[config.mk]
export PLATFORM = sky130hd
export DESIGN_NAME = hps_vector_alu_ctrl_flat
export DESIGN_NICKNAME = d
export VERILOG_FILES = /design/src/rtl/hps_pio_pkg.sv /design/src/rtl/hps_vector_alu_ctrl_if.sv /design/src/rtl/hps_handshake_sync.sv /design/src/rtl/hps_vector_alu_ctrl.sv /design/src/flat_wrapper.sv
export SDC_FILE = /design/constraint.sdc
export NUM_CORES = 1
export LEC_CHECK = 0
export CAP_MARGIN = 20
export CORE_UTILIZATION = 54
export CTS_CLUSTER_SIZE = 20
export DETAILED_ROUTE_END_ITERATION = 8
export HOLD_SLACK_MARGIN = 0.1
export MAX_ROUTING_LAYER = met4
export PLACE_DENSITY = 0.82
export SKIP_LAST_GASP = 1
export SYNTH_ARGS = -nofsm -noshare
export SYNTH_HDL_FRONTEND = slang
export SYNTH_HIERARCHICAL = 1
export SYNTH_SLANG_ARGS = --single-unit
[constraint.sdc]
create_clock -name clk -period 5.5 [get_ports clk]
set_input_delay 0.825 -clock clk [delete_from_list [all_inputs] [get_ports clk]]
set_output_delay 0.825 -clock clk [all_outputs]
set_load 0.01 [all_outputs]
[src/rtl/hps_pio_pkg.sv]
// hps_pio_pkg: state codes, opcodes and PIO bit positions shared by the HPS PIO blocks
package hps_pio_pkg;

    typedef enum logic [2:0] {
        ST_IDLE      = 3'd0,
        ST_RECEIVING = 3'd1,
        ST_PROCESS   = 3'd2,
        ST_SENDING   = 3'd3,
        ST_RELEASE   = 3'd4
    } state_t;

    localparam logic [2:0] OP_ADD = 3'd0;
    localparam logic [2:0] OP_SUB = 3'd1;
    localparam logic [2:0] OP_MUL = 3'd2;
    localparam logic [2:0] OP_MAX = 3'd3;
    localparam logic [2:0] OP_AND = 3'd4;

    localparam int HPS_READY_BIT = 31;
    localparam int START_BIT     = 30;
    localparam int OPCODE_MSB    = 29;
    localparam int OPCODE_LSB    = 27;
    localparam int ABORT_BIT     = 26;

    localparam int ACK_BIT   = 31;
    localparam int BUSY_BIT  = 30;
    localparam int OVF_BIT   = 29;
    localparam int STATE_MSB = 28;
    localparam int STATE_LSB = 26;

endpackage

[src/rtl/hps_vector_alu_ctrl_if.sv]
// hps_vector_alu_ctrl_if: 32-bit PIO pair between the HPS bridge and the vector ALU controller
interface hps_vector_alu_ctrl_if;

    logic [31:0] data_in;
    logic [31:0] data_out;

    modport master (output data_in, input data_out);
    modport slave  (input data_in, output data_out);

endinterface

[src/rtl/hps_handshake_sync.sv]
// hps_handshake_sync: hps_ready synchroniser, edge detect and 4-phase fpga_ack generation
module hps_handshake_sync #(
    parameter int SYNC_STAGES = 3
) (
    input  logic clk,
    input  logic reset,
    input  logic hps_ready_i,
    input  logic en_i,
    input  logic clr_i,
    output logic rdy_s_o,
    output logic accept_o,
    output logic ack_o
);

    logic [SYNC_STAGES-1:0] sync_q;
    logic                   rdy_prev_q;
    logic                   ack_q;
    logic                   ack_d;
    logic                   rise;
    logic                   fall;

    assign rdy_s_o  = sync_q[SYNC_STAGES-1];
    assign rise     = rdy_s_o & ~rdy_prev_q;
    assign fall     = ~rdy_s_o & rdy_prev_q;
    // a rise while ack is still high belongs to a handshake already consumed
    assign accept_o = rise & ~ack_q & en_i;
    assign ack_o    = ack_q;

    // ack: abort clears, accepted rise sets, synchronised fall clears
    always_comb ack_d = clr_i ? 1'b0 : accept_o ? 1'b1 : fall ? 1'b0 : ack_q;

    // synchroniser chain, edge history and ack register
    always_ff @(posedge clk) begin
        if (reset) begin
            sync_q     <= '0;
            rdy_prev_q <= 1'b0;
            ack_q      <= 1'b0;
        end else begin
            sync_q     <= {sync_q[SYNC_STAGES-2:0], hps_ready_i};
            rdy_prev_q <= rdy_s_o;
            ack_q      <= ack_d;
        end
    end

endmodule

[src/rtl/hps_vector_alu_ctrl.sv]
// hps_vector_alu_ctrl: receives two operand vectors over PIO, applies an element-wise op, returns results
module hps_vector_alu_ctrl
    import hps_pio_pkg::*;
#(
    parameter int DATA_W      = 8,
    parameter int N_ELEM      = 8,
    parameter int SYNC_STAGES = 3
) (
    input  logic                 clk,
    input  logic                 reset,
    hps_vector_alu_ctrl_if.slave pio,
    output logic [3:0]           debug_state
);

    localparam int IW = $clog2(2 * N_ELEM);
    localparam int AW = $clog2(N_ELEM);

    typedef logic [DATA_W-1:0] elem_t;

    elem_t              a_q [N_ELEM];
    elem_t              b_q [N_ELEM];
    elem_t              r_q [N_ELEM];
    state_t             state_q, state_d;
    logic [IW-1:0]      idx_q, idx_d;
    logic [2:0]         op_q, op_d;
    logic               ovf_q, ovf_d;
    logic               wr_a, wr_b, wr_r;
    logic               start, abort, busy;
    logic [2:0]         opcode;
    elem_t              payload;
    logic               rdy_s, accept, ack;
    logic [AW-1:0]      eidx, bidx;
    elem_t              ea, eb, alu_r;
    logic               alu_v;
    logic [DATA_W:0]    sum;
    logic [2*DATA_W-1:0] prod;
    logic               unused_bits;

    assign start       = pio.data_in[START_BIT];
    assign abort       = pio.data_in[ABORT_BIT];
    assign opcode      = pio.data_in[OPCODE_MSB:OPCODE_LSB];
    assign payload     = pio.data_in[DATA_W-1:0];
    assign unused_bits = ^pio.data_in[ABORT_BIT-1:DATA_W];
    assign busy        = state_q != ST_IDLE;
    assign eidx        = idx_q[AW-1:0];
    assign bidx        = AW'(idx_q - IW'(N_ELEM));
    assign ea          = a_q[eidx];
    assign eb          = b_q[eidx];
    assign sum         = {1'b0, ea} + {1'b0, eb};
    assign prod        = {{DATA_W{1'b0}}, ea} * {{DATA_W{1'b0}}, eb};

    hps_handshake_sync #(
        .SYNC_STAGES(SYNC_STAGES)
    ) u_hs (
        .clk        (clk),
        .reset      (reset),
        .hps_ready_i(pio.data_in[HPS_READY_BIT]),
        .en_i       (state_q == ST_RECEIVING || state_q == ST_SENDING),
        .clr_i      (abort && busy),
        .rdy_s_o    (rdy_s),
        .accept_o   (accept),
        .ack_o      (ack)
    );

    // element ALU on the latched opcode; alu_v flags overflow, borrow or an illegal op
    always_comb begin
        alu_r = ea;
        alu_v = 1'b0;
        case (op_q)
            OP_ADD:  begin alu_r = sum[DATA_W-1:0];  alu_v = sum[DATA_W]; end
            OP_SUB:  begin alu_r = ea - eb;          alu_v = ea < eb; end
            OP_MUL:  begin alu_r = prod[DATA_W-1:0]; alu_v = |prod[2*DATA_W-1:DATA_W]; end
            OP_MAX:  alu_r = (ea > eb) ? ea : eb;
            OP_AND:  alu_r = ea & eb;
            default: alu_v = 1'b1;
        endcase
    end

    // next state, index, opcode and overflow; abort overrides everything outside IDLE
    always_comb begin
        state_d = state_q;
        idx_d   = idx_q;
        op_d    = op_q;
        ovf_d   = ovf_q;
        wr_a    = 1'b0;
        wr_b    = 1'b0;
        wr_r    = 1'b0;
        if (abort && busy) begin
            state_d = ST_IDLE;
            idx_d   = '0;
        end else begin
            case (state_q)
                ST_IDLE: if (start && !rdy_s) begin
                    state_d = ST_RECEIVING;
                    op_d    = opcode;
                    idx_d   = '0;
                    ovf_d   = 1'b0;
                end
                ST_RECEIVING: if (accept) begin
                    wr_a = idx_q < IW'(N_ELEM);
                    wr_b = !wr_a;
                    state_d = (idx_q == IW'(2 * N_ELEM - 1)) ? ST_PROCESS : ST_RECEIVING;
                    idx_d   = (idx_q == IW'(2 * N_ELEM - 1)) ? '0 : idx_q + IW'(1);
                end
                ST_PROCESS: begin
                    wr_r    = 1'b1;
                    ovf_d   = ovf_q | alu_v;
                    state_d = (idx_q == IW'(N_ELEM - 1)) ? ST_SENDING : ST_PROCESS;
                    idx_d   = (idx_q == IW'(N_ELEM - 1)) ? '0 : idx_q + IW'(1);
                end
                ST_SENDING: if (accept) begin
                    state_d = (idx_q == IW'(N_ELEM - 1)) ? ST_RELEASE : ST_SENDING;
                    idx_d   = (idx_q == IW'(N_ELEM - 1)) ? idx_q : idx_q + IW'(1);
                end
                ST_RELEASE: if (!start) state_d = ST_IDLE;
                default: state_d = ST_IDLE;
            endcase
        end
    end

    // control state registers
    always_ff @(posedge clk) begin
        if (reset) begin
            state_q <= ST_IDLE;
            idx_q   <= '0;
            op_q    <= OP_ADD;
            ovf_q   <= 1'b0;
        end else begin
            state_q <= state_d;
            idx_q   <= idx_d;
            op_q    <= op_d;
            ovf_q   <= ovf_d;
        end
    end

    // operand and result storage, contents undefined after reset
    always_ff @(posedge clk) begin
        if (wr_a) a_q[eidx] <= payload;
        if (wr_b) b_q[bidx] <= payload;
        if (wr_r) r_q[eidx] <= alu_r;
    end

    // status word back to the HPS; result lane only live while sending
    always_comb begin
        pio.data_out                      = '0;
        pio.data_out[ACK_BIT]             = ack;
        pio.data_out[BUSY_BIT]            = busy;
        pio.data_out[OVF_BIT]             = ovf_q;
        pio.data_out[STATE_MSB:STATE_LSB] = state_q;
        pio.data_out[DATA_W-1:0]          = (state_q == ST_SENDING) ? r_q[eidx] : '0;
    end

    assign debug_state = {ovf_q, state_q};

endmodule
[src/flat_wrapper.sv]
// flat-port wrapper written by rule: the top's interface ports become plain ports
module hps_vector_alu_ctrl_flat import hps_pio_pkg::*;
#(
    parameter int DATA_W      = 8,
    parameter int N_ELEM      = 8,
    parameter int SYNC_STAGES = 3
)
  (clk, reset, debug_state, pio_data_in, pio_data_out);
  hps_vector_alu_ctrl_if pio_i ();
  input  logic clk;
  input  logic reset;
  output logic [3:0] debug_state;
  input wire logic [$bits(pio_i.data_in)-1:0] pio_data_in;
  output wire logic [$bits(pio_i.data_out)-1:0] pio_data_out;
  assign pio_i.data_in = pio_data_in;
  assign pio_data_out = pio_i.data_out;
  hps_vector_alu_ctrl #(.DATA_W(DATA_W), .N_ELEM(N_ELEM), .SYNC_STAGES(SYNC_STAGES)) u_core (.clk(clk), .reset(reset), .pio(pio_i), .debug_state(debug_state));
endmodule
==> impl_metrics.ini <==
[grt]
grt_use_met1_pct = 32.2
gr-usage-met2_pct = 42.7
grt_pass1_vias = 7488
grt_start_max_net_pins = 25
use_met3_pct = 3.46
grt_pass1_wl_microns = 41400
grt_use_total_pct = 25.6
top_usage_layer = met2
grt_antenna_before_repair = 0
grt_overflow = 0

[floorplan]
dieArea_sq_mm = 0.0223
start_util_pct = 55.3
core_sq_mm = 0.0212
die_y_microns = 149
rows = 53
io-pin-count = 70
die_x_microns = 149

[routing]
wl_per_cell_microns = 21.3
antenna_left = 0
drt_pass1_iterations = 7
routed_wl_microns = 26700
drtIter0Drc = 808
route.vias.total = 7568
drc = 0
viasPerCell = 6.03

[worst_hold_path]
worstHoldPathType = flop to flop

[placed_design]
port_buffers = 33
place_area_sq_mm = 0.0126
dp.cells = 1216
gp_congestion = 0.972
pre_cts_ws_ns = -0.0960
hpwl_microns = 18700

[critical_path]
endpoint_kind = flop
slowest_stage = fa_1
start_kind = flop
cp_cell_sequence = buf_12 -> mux4_2 -> mux2i_4 -> inv_2 -> ha_4 -> fa_1 -> inv_1 -> fa_1 -> fa_1 -> fa_1 -> inv_1 -> ha_4 -> a211o_1 -> a222oi_1 -> o2111ai_1 -> nor4_1 -> and4_1 -> nand4b_1 -> o2bb2ai_1
crit_required_ns = 5.89
slowest_delay_ns = 0.57
critPathArrivalTime_ns = 5.99
crit_path_frequent_cell = fa_1
critical_path_class = flop to flop
cp_max_fo = 11

[cts]
clk_latency_ns = 0.50
htree_levels = 1
cts_root_buffer = clkbuf_16
cts_sinks = 211
cts_buffers = 21
hold_buffers = 0
clockBufferDepth = 3
path_clk_slew_ns = 0.06
cts_tree = built

[flow_run]
max-cap-violations = 0

[final_layout]
multiInputGateArea_sq_mm = 0.00496
nets = 1092
register_area_sq_mm = 0.00615
final_cell_count_no_fill = 1256
drive_gt1_share_pct = 18.7
fillers = 1569
post-route-cell-area_sq_mm = 0.0133
syn_to_final_growth_pct = 13.3
postLayoutCoreUtil_pct = 62.6
diodes = 0

[yosys]
synthFlopType = edfxtp_1
synth_cell_types = 75
yosysSeqAreaShare_pct = 52.5
synthCells = 894
avgSynthCellArea_sq_um = 13.1
synth.largest_area_cell = edfxtp_1
synthesis.area_sq_mm = 0.0117
ys_seq_elements = 211
async_flop_share_pct = 0
synth_area_leaders = edfxtp_1 49%, mux4_2 9.2%, fa_1 6.5%
synth.top_cell.area_share_pct = 49.3
ys_warn_count = 6
synth_edf_count = 192

[timing]
final.min_clock_period_ns = 5.60
max_freq_mhz = 179
setup_ws_ns = -0.102
period_share_pct = 102
maxSlewViolCount = 0
relSlewSlack_pct = 31.0
hold_viol = 0
skew_ns = 0.00991
finalSetupViolCount = 1
setup_tns_ns = -0.102
grt_setup_unrepaired = yes
worst_pin_slew_ns = 1.03

[pwr]
vdd_drop_max_mv = 0.250
power_density_mw_per_mm2 = 317
leakage_uw = 0.00488

[run_status]
violations = setup timing
status = complete, but fails checks
critical path: cells and delay by family, from the launching register on:
kind,cells,cell delay (ns)
adders and majority gates,6,2.50
AOI/OAI and AO/OA,4,0.93
muxes,2,0.74
and+or+nand+nor,3,0.54
DFF,1,0.39
buffers and inverters,4,0.37
repair_timing:
item / CTS / global route
gates cloned: 0 / 0
resized for setup: 2 / 5
setup buffers: 2 / 1
pin swaps: 2 / 3
setup endpoints to repair: 9 / 25
Yosys cell counts, types with 12 or more instances:
| cell | count |
|---|---|
| edfxtp_1 | 192 |
| nor2_1 | 102 |
| inv_1 | 67 |
| ha_1 | 53 |
| nand2_1 | 50 |
| mux4_2 | 48 |
| fa_1 | 38 |
| a21oi_1 | 32 |
| buf_4 | 27 |
| inv_2 | 21 |
| o21ai_0 | 20 |
| clkbuf_1 | 19 |
| dfxtp_1 | 19 |
| mux2i_1 | 17 |
| nor3_1 | 13 |
| o21ai_1 | 12 |
state kept, by name, indices dropped and copies added, names as in the netlist, named ones only:
signal	flops
u_core/ovf_q	1
u_core/u_hs/ack_o	1
u_core/u_hs/rdy_prev_q	1
u_core/b_q	64
u_core/u_hs/sync_q	3
u_core/r_q	64
u_core/a_q	64
u_core/op_q	3
u_core/idx_q	4
u_core/state_q	3
layout make-up:
type	instances	area share, %
Clock buffer	29	4.19
Multi-Input combinational cell	551	37.5
Tap cell	275	2.60
Inverter	88	2.49
Clock inverter	8	0.368
Timing Repair Buffer	94	6.48
Sequential cell	211	46.4
cells by family (layout without fill, tap and decap cells):
kind of cell,after synthesis,after routing,share of synthesized area (%)
DFF,211,211,52.5
other,1,18,0.0321
buffers and inverters,149,219,6.06
xor gates and xnor gates,6,6,0.449
AOI/OAI and AO/OA,134,134,7.70
and+or+nand+nor,223,223,8.72
adders and majority gates,91,91,12.2
muxes,79,79,12.3
per-stage QoR:
stage | hold slack (ns) | total power [uW]
after floorplan | 0.414 | 2590
after detailed placement | 0.445 | 2920
after global placement | 0.419 | 2900
final | 0.443 | 4200
after global routing | 0.462 | 4400
after CTS | 0.453 | 4200
placed cells by master, fill, tap and decap left out, types with 10 or more instances in the layout:
master	instances
a21oi_1	32
buf_4	54
clkbuf_16	21
clkdlybuf4s50_1	33
conb_1	18
dfxtp_1	17
edfxtp_1	192
fa_1	38
ha_1	51
inv_1	67
inv_2	21
mux2i_1	17
mux4_2	48
nand2_1	50
nor2_1	101
nor2b_1	10
nor3_1	13
o21ai_0	20
o21ai_1	12
worst paths after layout:
path	end	startpoint	cells after the start	slack (ns)
max reg2reg	u_core/ovf_q	flop	19	-0.10
min reg2reg	u_core/u_hs/sync_q[2]	u_core/u_hs/sync_q[1]	1	0.44
min	u_core/u_hs/sync_q[2]	u_core/u_hs/sync_q[1]	1	0.44
max	u_core/ovf_q	flop	19	-0.10
where the power goes:
group | total, uW | internal, uW | switching [uW]
clock network | 1270 | 709 | 565
registers | 1800 | 1790 | 13.0
logic | 1120 | 498 | 623
metal layers:
layer	wire length [microns]	part of all wire (%)	vias up
met2	13500	51	391
li1	-	-	3393
met3	2000	7.5	77
met4	876	3.3	0
met5	0	0	-
met1	10300	39	3707
No activity file was read; power rests on OpenSTA's default activity.
